===== src/rtl/mm_pkg.sv =====
// Shared constants and sizing helpers for the matrix-multiply to UART sequencer.
package mm_pkg;

  localparam logic [2:0] S_IDLE  = 3'd0;
  localparam logic [2:0] S_CLEAR = 3'd1;
  localparam logic [2:0] S_RUN   = 3'd2;
  localparam logic [2:0] S_LATCH = 3'd3;
  localparam logic [2:0] S_SEND  = 3'd4;

  function automatic int bytes_per_elem(input int w);
    return (w + 7) / 8;
  endfunction

  function automatic int num_bytes(input int n, input int w);
    return n * n * bytes_per_elem(w);
  endfunction

  // Counters never collapse to zero width, even for tiny counts.
  function automatic int idx_width(input int count);
    return (count <= 2) ? 1 : $clog2(count);
  endfunction

endpackage


===== src/rtl/mm_byte_serializer.sv =====
// Holds the latched result matrix and streams it out byte by byte over a
// valid/ready handshake, element 0 first, little-endian within an element.
module mm_byte_serializer
  import mm_pkg::*;
#(
  parameter int N = 3,
  parameter int W = 8
) (
  input  logic               clk_i,
  input  logic               reset_i,
  input  logic               load_i,
  input  logic               clear_i,
  input  logic [N*N*W-1:0]   data_i,
  input  logic               tx_ready_i,
  output logic [7:0]         tx_data_o,
  output logic               tx_valid_o,
  output logic               last_accepted_o
);

  localparam int BPE = bytes_per_elem(W);
  localparam int NB  = num_bytes(N, W);
  localparam int IW  = idx_width(NB);
  localparam int EB  = BPE * 8;

  logic [N*N*W-1:0] res_q, res_d;
  logic [IW-1:0]    idx_q, idx_d;
  logic             valid_q, valid_d;
  logic [NB*8-1:0]  padded;
  logic             hs;

  assign hs              = valid_q && tx_ready_i;
  assign last_accepted_o = hs && (idx_q == IW'(NB - 1));
  assign tx_valid_o      = valid_q;
  assign tx_data_o       = padded[{idx_q, 3'b000} +: 8];

  // Each element is zero-extended to a whole number of bytes.
  always_comb begin
    padded = '0;
    for (int k = 0; k < N * N; k++) begin
      padded[k*EB +: EB] = EB'(res_q[k*W +: W]);
    end
  end

  always_comb begin
    res_d   = res_q;
    idx_d   = idx_q;
    valid_d = valid_q;
    if (clear_i) begin
      valid_d = 1'b0;
      idx_d   = '0;
    end else if (load_i) begin
      res_d   = data_i;
      idx_d   = '0;
      valid_d = 1'b1;
    end else if (hs) begin
      if (idx_q == IW'(NB - 1)) begin
        valid_d = 1'b0;
        idx_d   = '0;
      end else begin
        idx_d = idx_q + 1'b1;
      end
    end
  end

  always_ff @(posedge clk_i) begin
    if (reset_i) begin
      res_q   <= '0;
      idx_q   <= '0;
      valid_q <= 1'b0;
    end else begin
      res_q   <= res_d;
      idx_q   <= idx_d;
      valid_q <= valid_d;
    end
  end

endmodule


===== src/rtl/mm_uart_seq.sv =====
// Sequencer: clears and runs matrix_mult once per start, latches the result,
// and streams it to the UART transmitter; abort or timeout return to idle.
module mm_uart_seq
  import mm_pkg::*;
#(
  parameter int N       = 3,
  parameter int W       = 8,
  parameter int TIMEOUT = 1024
) (
  input  logic             clk_i,
  input  logic             reset_i,
  input  logic             start_i,
  input  logic             abort_i,
  output logic             mm_reset_o,
  output logic             mm_enable_o,
  input  logic [N*N*W-1:0] mm_c_i,
  input  logic             mm_done_i,
  output logic [7:0]       tx_data_o,
  output logic             tx_valid_o,
  input  logic             tx_ready_i,
  output logic             busy_o,
  output logic             done_o,
  output logic             err_o
);

  localparam int TW = idx_width(TIMEOUT);

  logic [2:0]    state_q, state_d;
  logic [TW-1:0] tmo_q, tmo_d;
  logic          done_q, done_d;
  logic          err_q, err_d;
  logic          last_accepted;

  assign mm_reset_o  = (state_q == S_CLEAR);
  assign mm_enable_o = (state_q == S_RUN);
  assign busy_o      = (state_q != S_IDLE);
  assign done_o      = done_q;
  assign err_o       = err_q;

  mm_byte_serializer #(.N(N), .W(W)) u_ser (
    .clk_i           (clk_i),
    .reset_i         (reset_i),
    .load_i          (state_q == S_LATCH),
    .clear_i         (abort_i),
    .data_i          (mm_c_i),
    .tx_ready_i      (tx_ready_i),
    .tx_data_o       (tx_data_o),
    .tx_valid_o      (tx_valid_o),
    .last_accepted_o (last_accepted)
  );

  // Abort outranks every transition, including a same-cycle start or final handshake.
  always_comb begin
    state_d = state_q;
    tmo_d   = '0;
    done_d  = 1'b0;
    err_d   = err_q;
    if (abort_i) begin
      state_d = S_IDLE;
    end else begin
      case (state_q)
        S_IDLE: begin
          if (start_i) begin
            state_d = S_CLEAR;
            err_d   = 1'b0;
          end
        end
        S_CLEAR: state_d = S_RUN;
        S_RUN: begin
          if (mm_done_i) begin
            state_d = S_LATCH;
          end else if (tmo_q == TW'(TIMEOUT - 1)) begin
            state_d = S_IDLE;
            err_d   = 1'b1;
          end else begin
            tmo_d = tmo_q + 1'b1;
          end
        end
        S_LATCH: state_d = S_SEND;
        S_SEND: begin
          if (last_accepted) begin
            state_d = S_IDLE;
            done_d  = 1'b1;
          end
        end
        default: state_d = S_IDLE;
      endcase
    end
  end

  always_ff @(posedge clk_i) begin
    if (reset_i) begin
      state_q <= S_IDLE;
      tmo_q   <= '0;
      done_q  <= 1'b0;
      err_q   <= 1'b0;
    end else begin
      state_q <= state_d;
      tmo_q   <= tmo_d;
      done_q  <= done_d;
      err_q   <= err_d;
    end
  end

endmodule


===== config.mk =====
export PLATFORM = sky130hd
export DESIGN_NAME = mm_uart_seq
export DESIGN_NICKNAME = d
export VERILOG_FILES = /design/src/rtl/mm_pkg.sv /design/src/rtl/mm_byte_serializer.sv /design/src/rtl/mm_uart_seq.sv
export SDC_FILE = /design/constraint.sdc
export NUM_CORES = 1
export LEC_CHECK = 0
export BUFFER_PORTS_ARGS = -buffer_cell sky130_fd_sc_hd__buf_2
export CAP_MARGIN = 20
export CORE_ASPECT_RATIO = 1.1
export CORE_UTILIZATION = 35
export CTS_BUF_LIST = sky130_fd_sc_hd__clkbuf_4
export DETAILED_ROUTE_END_ITERATION = 10
export HOLD_SLACK_MARGIN = 0.03
export PLACE_DENSITY = 0.55
export SKIP_LAST_GASP = 1
export SLEW_MARGIN = 20
export SYNTH_ARGS = -nofsm -noshare
export SYNTH_HDL_FRONTEND = slang
export SYNTH_SLANG_ARGS = --single-unit
export TNS_END_PERCENT = 100

===== constraint.sdc =====
create_clock -name clk_i -period 1.4 [get_ports clk_i]
set_input_delay 0.07 -clock clk_i [delete_from_list [all_inputs] [get_ports clk_i]]
set_output_delay 0.07 -clock clk_i [all_outputs]
set_load 0.005 [all_outputs]

; Yosys cells after proc, flatten, opt, wreduce, memory -nomap -nowiden
; Index checks and enable logic that the tools add are counted.
[totals]
inputBits = 78
regBits = 92
[classes]
bitwise = 3
addsub = 2
n_reduce_logical = 15
shifts = 1
mux = 14
n_eq_ne = 11
[ops]
columns = op, n
row1 = 72-bit by 8-bit indexed part select with 8-bit output, 1
row2 = 3-bit one-hot mux with 5 select lines, 1
row3 = 3-bit two-way mux, 4
row4 = 10-bit by 1-bit adder with 10-bit output (second input constant), 1
row5 = 10-bit equality test (second input constant), 1
row6 = 1-bit two-way mux, 7
row7 = 3-bit by 2-bit equality test with 1-bit output (second input constant), 2
row8 = 2-bit != test (second input constant), 3
row9 = 2-bit nonzero test, 3
row10 = 3-bit OR reduction, 2
row11 = 5-bit AND reduction, 1
row12 = 5-bit OR reduction, 1
row13 = 4-bit by 1-bit adder with 4-bit output (second input constant), 1
row14 = 4-bit equality test (second input constant), 1
row15 = 4-bit two-way mux, 1
row16 = 2-bit AND reduction, 2
row17 = 3-bit by 1-bit equality test with 1-bit output (second input constant), 1
row18 = 3-bit equality test (second input constant), 1
row19 = 3-bit zero test, 1
row20 = 3-bit by 1-bit != test with 1-bit output (second input constant), 1
row21 = 1-bit inverter, 3
row22 = 3-bit AND reduction, 1
row23 = 3-bit nonzero test, 1
row24 = 1-bit logical AND, 2
row25 = other kinds (3), 3

; Logic depth before layout (Yosys ltp)
[depth]
ltp_word = 4
depth_mapped = 7

; Hierarchy
; From an unflattened synthesis, not the netlist that was laid out.
[unflattened]
hier_cells = 486
hier_area_um2 = 4070.2
[by_module_without_submodules]
columns = mod, area_per_inst_um2, instances, cells_per_inst
row1 = mm_byte_serializer, 3368.2, 1, 410
row2 = mm_uart_seq, 701.9, 1, 76

; Worst setup path after synthesis
; No wires, ideal clock.
[synth_path]
kind = register -> register
start = reg tmo_q[0]
end = reg tmo_q[8]
period_less_slack_ps = 1547
stages_incl_launch_ff = 7
t_arrival_ps = 1485
setup_slack_ps = -147
required_ps = 1338
path_cell_list = dfxtp_1 > ha_1 > nand3_1 > nor4_1 > or4_1 > buf_6 > nor2_2
[synth_via]
elab_chain_len = 2
elab_cells_between_ends = 3
cone_classes = 1 x add/sub / 1 x eq/ne / 1 x reduce/logical
[synth_rtl]
columns = item, line
row1 = from (decl), mm_uart_seq.sv:29  ; logic [TW-1:0] tmo_q, tmo_d;
row2 = from (signal assigned), mm_uart_seq.sv:99  ; tmo_q <= tmo_d;
row3 = branches (longest 2 deep; another with 10-bit by 1-bit adder with 10-bit output), --
; Several ways; the timed one is not identified.
; A chain may end at the register's enable or synchronous reset.

; Worst setup path after layout
[layout_path]
start = reg u_ser.idx_q[0]
end = out tx_data_o[7]
[layout_via]
elab_chain_len = 1
[layout_rtl]
columns = item, line
row1 = from (decl), mm_byte_serializer.sv:26  ; logic [IW-1:0] idx_q, idx_d;
row2 = from (signal assigned), mm_byte_serializer.sv:72  ; idx_q <= idx_d;
row3 = 72-bit by 8-bit indexed part select with 8-bit output, mm_byte_serializer.sv:34  ; assign tx_data_o = padded[{idx_q, 3'b000} +: 8];
row4 = to (decl), mm_uart_seq.sv:18  ; output logic [7:0] tx_data_o,
; No other way between the ends.

==> flow_metrics.py <==
metrics = {
    "die": {
        "die_y_um": 114,
        "die_area_um2": 11800,
        "row_count": 40,
        "io_pins": 92,
        "core-area_um2": 11000,
        "die_x_um": 104,
        "initial_core_util": 0.362,
    },
    "placed_design": {
        "numPortBuffers": 91,
        "placedCellCount": 733,
        "place_area_um2": 4860,
        "place_ws_ps": -198,
        "gp_congestion": 0.811,
        "dp_hpwl_um": 7810,
    },
    "logic_synthesis": {
        "synth_cells": 486,
        "synthArstFlopShare": 0,
        "yosysWarnings": 0,
        "synth_commonest_cells": "nand2_1, dfxtp_1, a21oi_1, buf_2, nor2_1",
        "synth_edf_count": 0,
        "ys_types": 38,
        "syn_area_um2": 3990,
        "yosysSeqAreaShare": 0.462,
        "yosys.cell_count.top_type": "nand2_1",
        "synth_area_leaders": "dfxtp_1, nand2_1, a21oi_1",
        "yosys.area.top_type": "dfxtp_1",
        "syn_nets": 567,
        "synth_top_area_share": 0.462,
        "avgSynthCellArea_um2": 8.20,
        "synth-main-ff-cell": "dfxtp_1",
        "synth_seq_cells": 92,
    },
    "sta": {
        "tightestPinTransition_ps": 666,
        "finalHoldViolations": 0,
        "setup_viol": 93,
        "fin_setup_tns_ps": -21060,
        "fmax_mhz": 525,
        "timing.final.max_slew_violations": 0,
        "max-slew-margin-rel": 0.556,
        "fin_crit_ps": 1900,
        "post-route-period-util": 1.36,
        "setup_ws_ps": -504,
        "rsz0062_at_grt": "yes",
        "skew_ps": 15.3,
    },
    "pwr": {
        "p_leak_uw": 0.00302,
        "pwr-share-comb": 0.095,
        "peakVddDrop_v": 0.000391,
        "powerDensity_nw_per_um2": 597,
        "p_sw_frac": 0.234,
        "p_clk_frac": 0.345,
        "switchingPower_uw": 1090,
        "seqPwrFrac": 0.560,
        "intPower_uw": 3580,
    },
    "routing": {
        "vias_per_cell": 5.06,
        "vias": 4408,
        "wl_um": 15500,
        "drc": 0,
        "detail-route-antenna-nets": 0,
        "wire_per_inst_um": 17.8,
        "drtIter0Drc": 214,
        "firstDrtPassIters": 4,
    },
    "worst_setup_path": {
        "ff2ff_setup_slack_ps": -280,
        "path_max_fanout": 5,
        "rr_endpoint": "u_ser.padded[22]$_SDFFE_PP0P_",
        "endpoint_kind": "primary output",
        "critPathArrivalTime_ps": 1830,
        "crit_start": "u_ser.idx_q[0]$_SDFFE_PP0N_",
        "cp-endpoint": "tx_data_o[7]",
        "worstSetupPathType": "flip-flop to primary output",
        "rr_worst_depth": 9,
        "cp.required_ps": 1330,
        "worst_setup_path_start_kind": "flip-flop",
        "r2r-start": "state_q[2]$_SDFFE_PP0P_",
    },
    "clocking": {
        "cts_tree": "built",
        "worstSkewPairLatency_ps": 440,
        "numCtsBuffers": 9,
        "cts_sinks": 92,
        "cts-root-buf": "clkbuf_4",
        "path_clk_slew_ps": 140,
        "clk_path_buf_depth": 2,
        "htree_levels": 3,
    },
    "global_route": {
        "grt_start_max_net_pins": 41,
        "grtUsageTotal": 0.259,
        "overflow": 0,
        "antenna_found_initial": 0,
        "grt_pass1_wl_um": 23600,
        "grt_pass1_vias": 4532,
    },
    "outcome": {
        "status": "finished with violations",
        "violations": "negative setup slack",
    },
    "worst_hold_path": {
        "worstHoldStart": "abort_i",
        "hold_class": "input port to flip-flop",
    },
    "final_layout": {
        "final_cells": 872,
        "post-route-util": 0.712,
        "finalInstanceArea_um2": 7840,
        "drive_gt1_frac": 0.623,
        "final_nets": 803,
        "n_antenna_cell": 0,
        "syn2layout_area_growth_pct": 96.5,
    },
    "run": {
        "maxCapViolCount": 0,
    },
}
==> state kept, by name, indices dropped and copies added (netlist names) <==
register          count
u_ser.tx_valid_o      1
tmo_q                10
done_o                1
u_ser.padded         72
state_q               3
u_ser.idx_q           4
err_o                 1
==> cell type report <==
cell class / instances / area [µm²]
fillers: 758 / 3180
well taps: 147 / 184
multi-input cells: 354 / 3110
clock buffers: 9 / 67.6
clock inverters: 5 / 78.8
flip-flops and latches: 92 / 1860
repair buffers: 257 / 2500
inverters: 8 / 32.5
==> through the flow <==
stage / hold slack, ps / power (µW)
5_1_grt: 80.2 / 4820
2_1_floorplan: 206 / 2740
4_1_cts: 56.3 / 4640
6_report: 61.2 / 4680
3_3_place_gp: 312 / 2880
3_5_place_dp: 317 / 2880
==> power by group through the flow <==
stage | registers (µW) | clock network [µW] | logic (µW)
finish | 2620 | 1610 | 445
global route | 2620 | 1730 | 474
CTS | 2620 | 1610 | 411
detailed placement | 2690 | 0 | 196
global placement | 2690 | 0 | 192
floorplan | 2680 | 0 | 56.5
==> what timing repair did <==
| action | CTS | global route |
|---|---|---|
| setup buffers | 30 | 12 |
| setup endpoints to repair | 87 | 101 |
| cloned | 24 | 1 |
| pin swaps | 103 | 80 |
| gates resized for setup | 212 | 163 |
| hold buffers | 75 | 0 |
| endpoints found under the hold margin | 76 | 0 |
==> cells in the final DEF (no fill, tap or decap), types with 4 or more instances in the layout <==
cell	instances
o31ai_2	5
dfxtp_1	84
buf_16	12
dlygate4sd3_1	75
inv_1	6
buf_8	4
clkbuf_4	9
mux4_2	8
buf_6	21
nor3_1	5
xnor2_1	8
nor2_2	13
nor2_4	7
buf_2	89
a21oi_2	70
nand2_1	52
o22ai_1	7
buf_4	36
buf_12	19
a21oi_1	5
nand2_4	88
mux2_2	15
dfxtp_4	5
nand2_2	21
nor2_1	10
==> worst max-delay path, stage by stage (launching register included) <==
cell,delay (ps)
dfxtp_4,400
buf_8,130
mux4_2,530
nor2_2,120
o31ai_2,80
buf_2,140
==> how the worst min path moves through the flow <==
stage	cells past startpoint	slack, ps	endpoint
5_1_grt	3	80	err_o$_SDFFE_PP0P_
4_1_cts	3	60	err_o$_SDFFE_PP0P_
6_report	3	60	err_o$_SDFFE_PP0P_
3_3_place_gp	3	310	u_ser.padded[37]$_SDFFE_PP0P_
2_1_floorplan	2	210	u_ser.padded[0]$_SDFFE_PP0P_
3_5_place_dp	3	320	u_ser.padded[58]$_SDFFE_PP0P_
==> per-layer routing <==
metal  GRT usage  routed length, µm
met5           0                  0
met4       0.126                512
met1       0.295               5980
met3      0.0463                700
met2       0.470               8290
==> cells by family (layout without fill, tap and decap cells) <==
group,Yosys count,in the layout,synth area share
simple gates,219,220,0.234
compound gates,95,95,0.128
flops,92,92,0.462
buf+inv,41,279,0.0493
mux,25,25,0.0929
xor+xnor,11,11,0.0242
fa+ha+maj,3,3,0.00942
(Power assumes the default switching activity.)
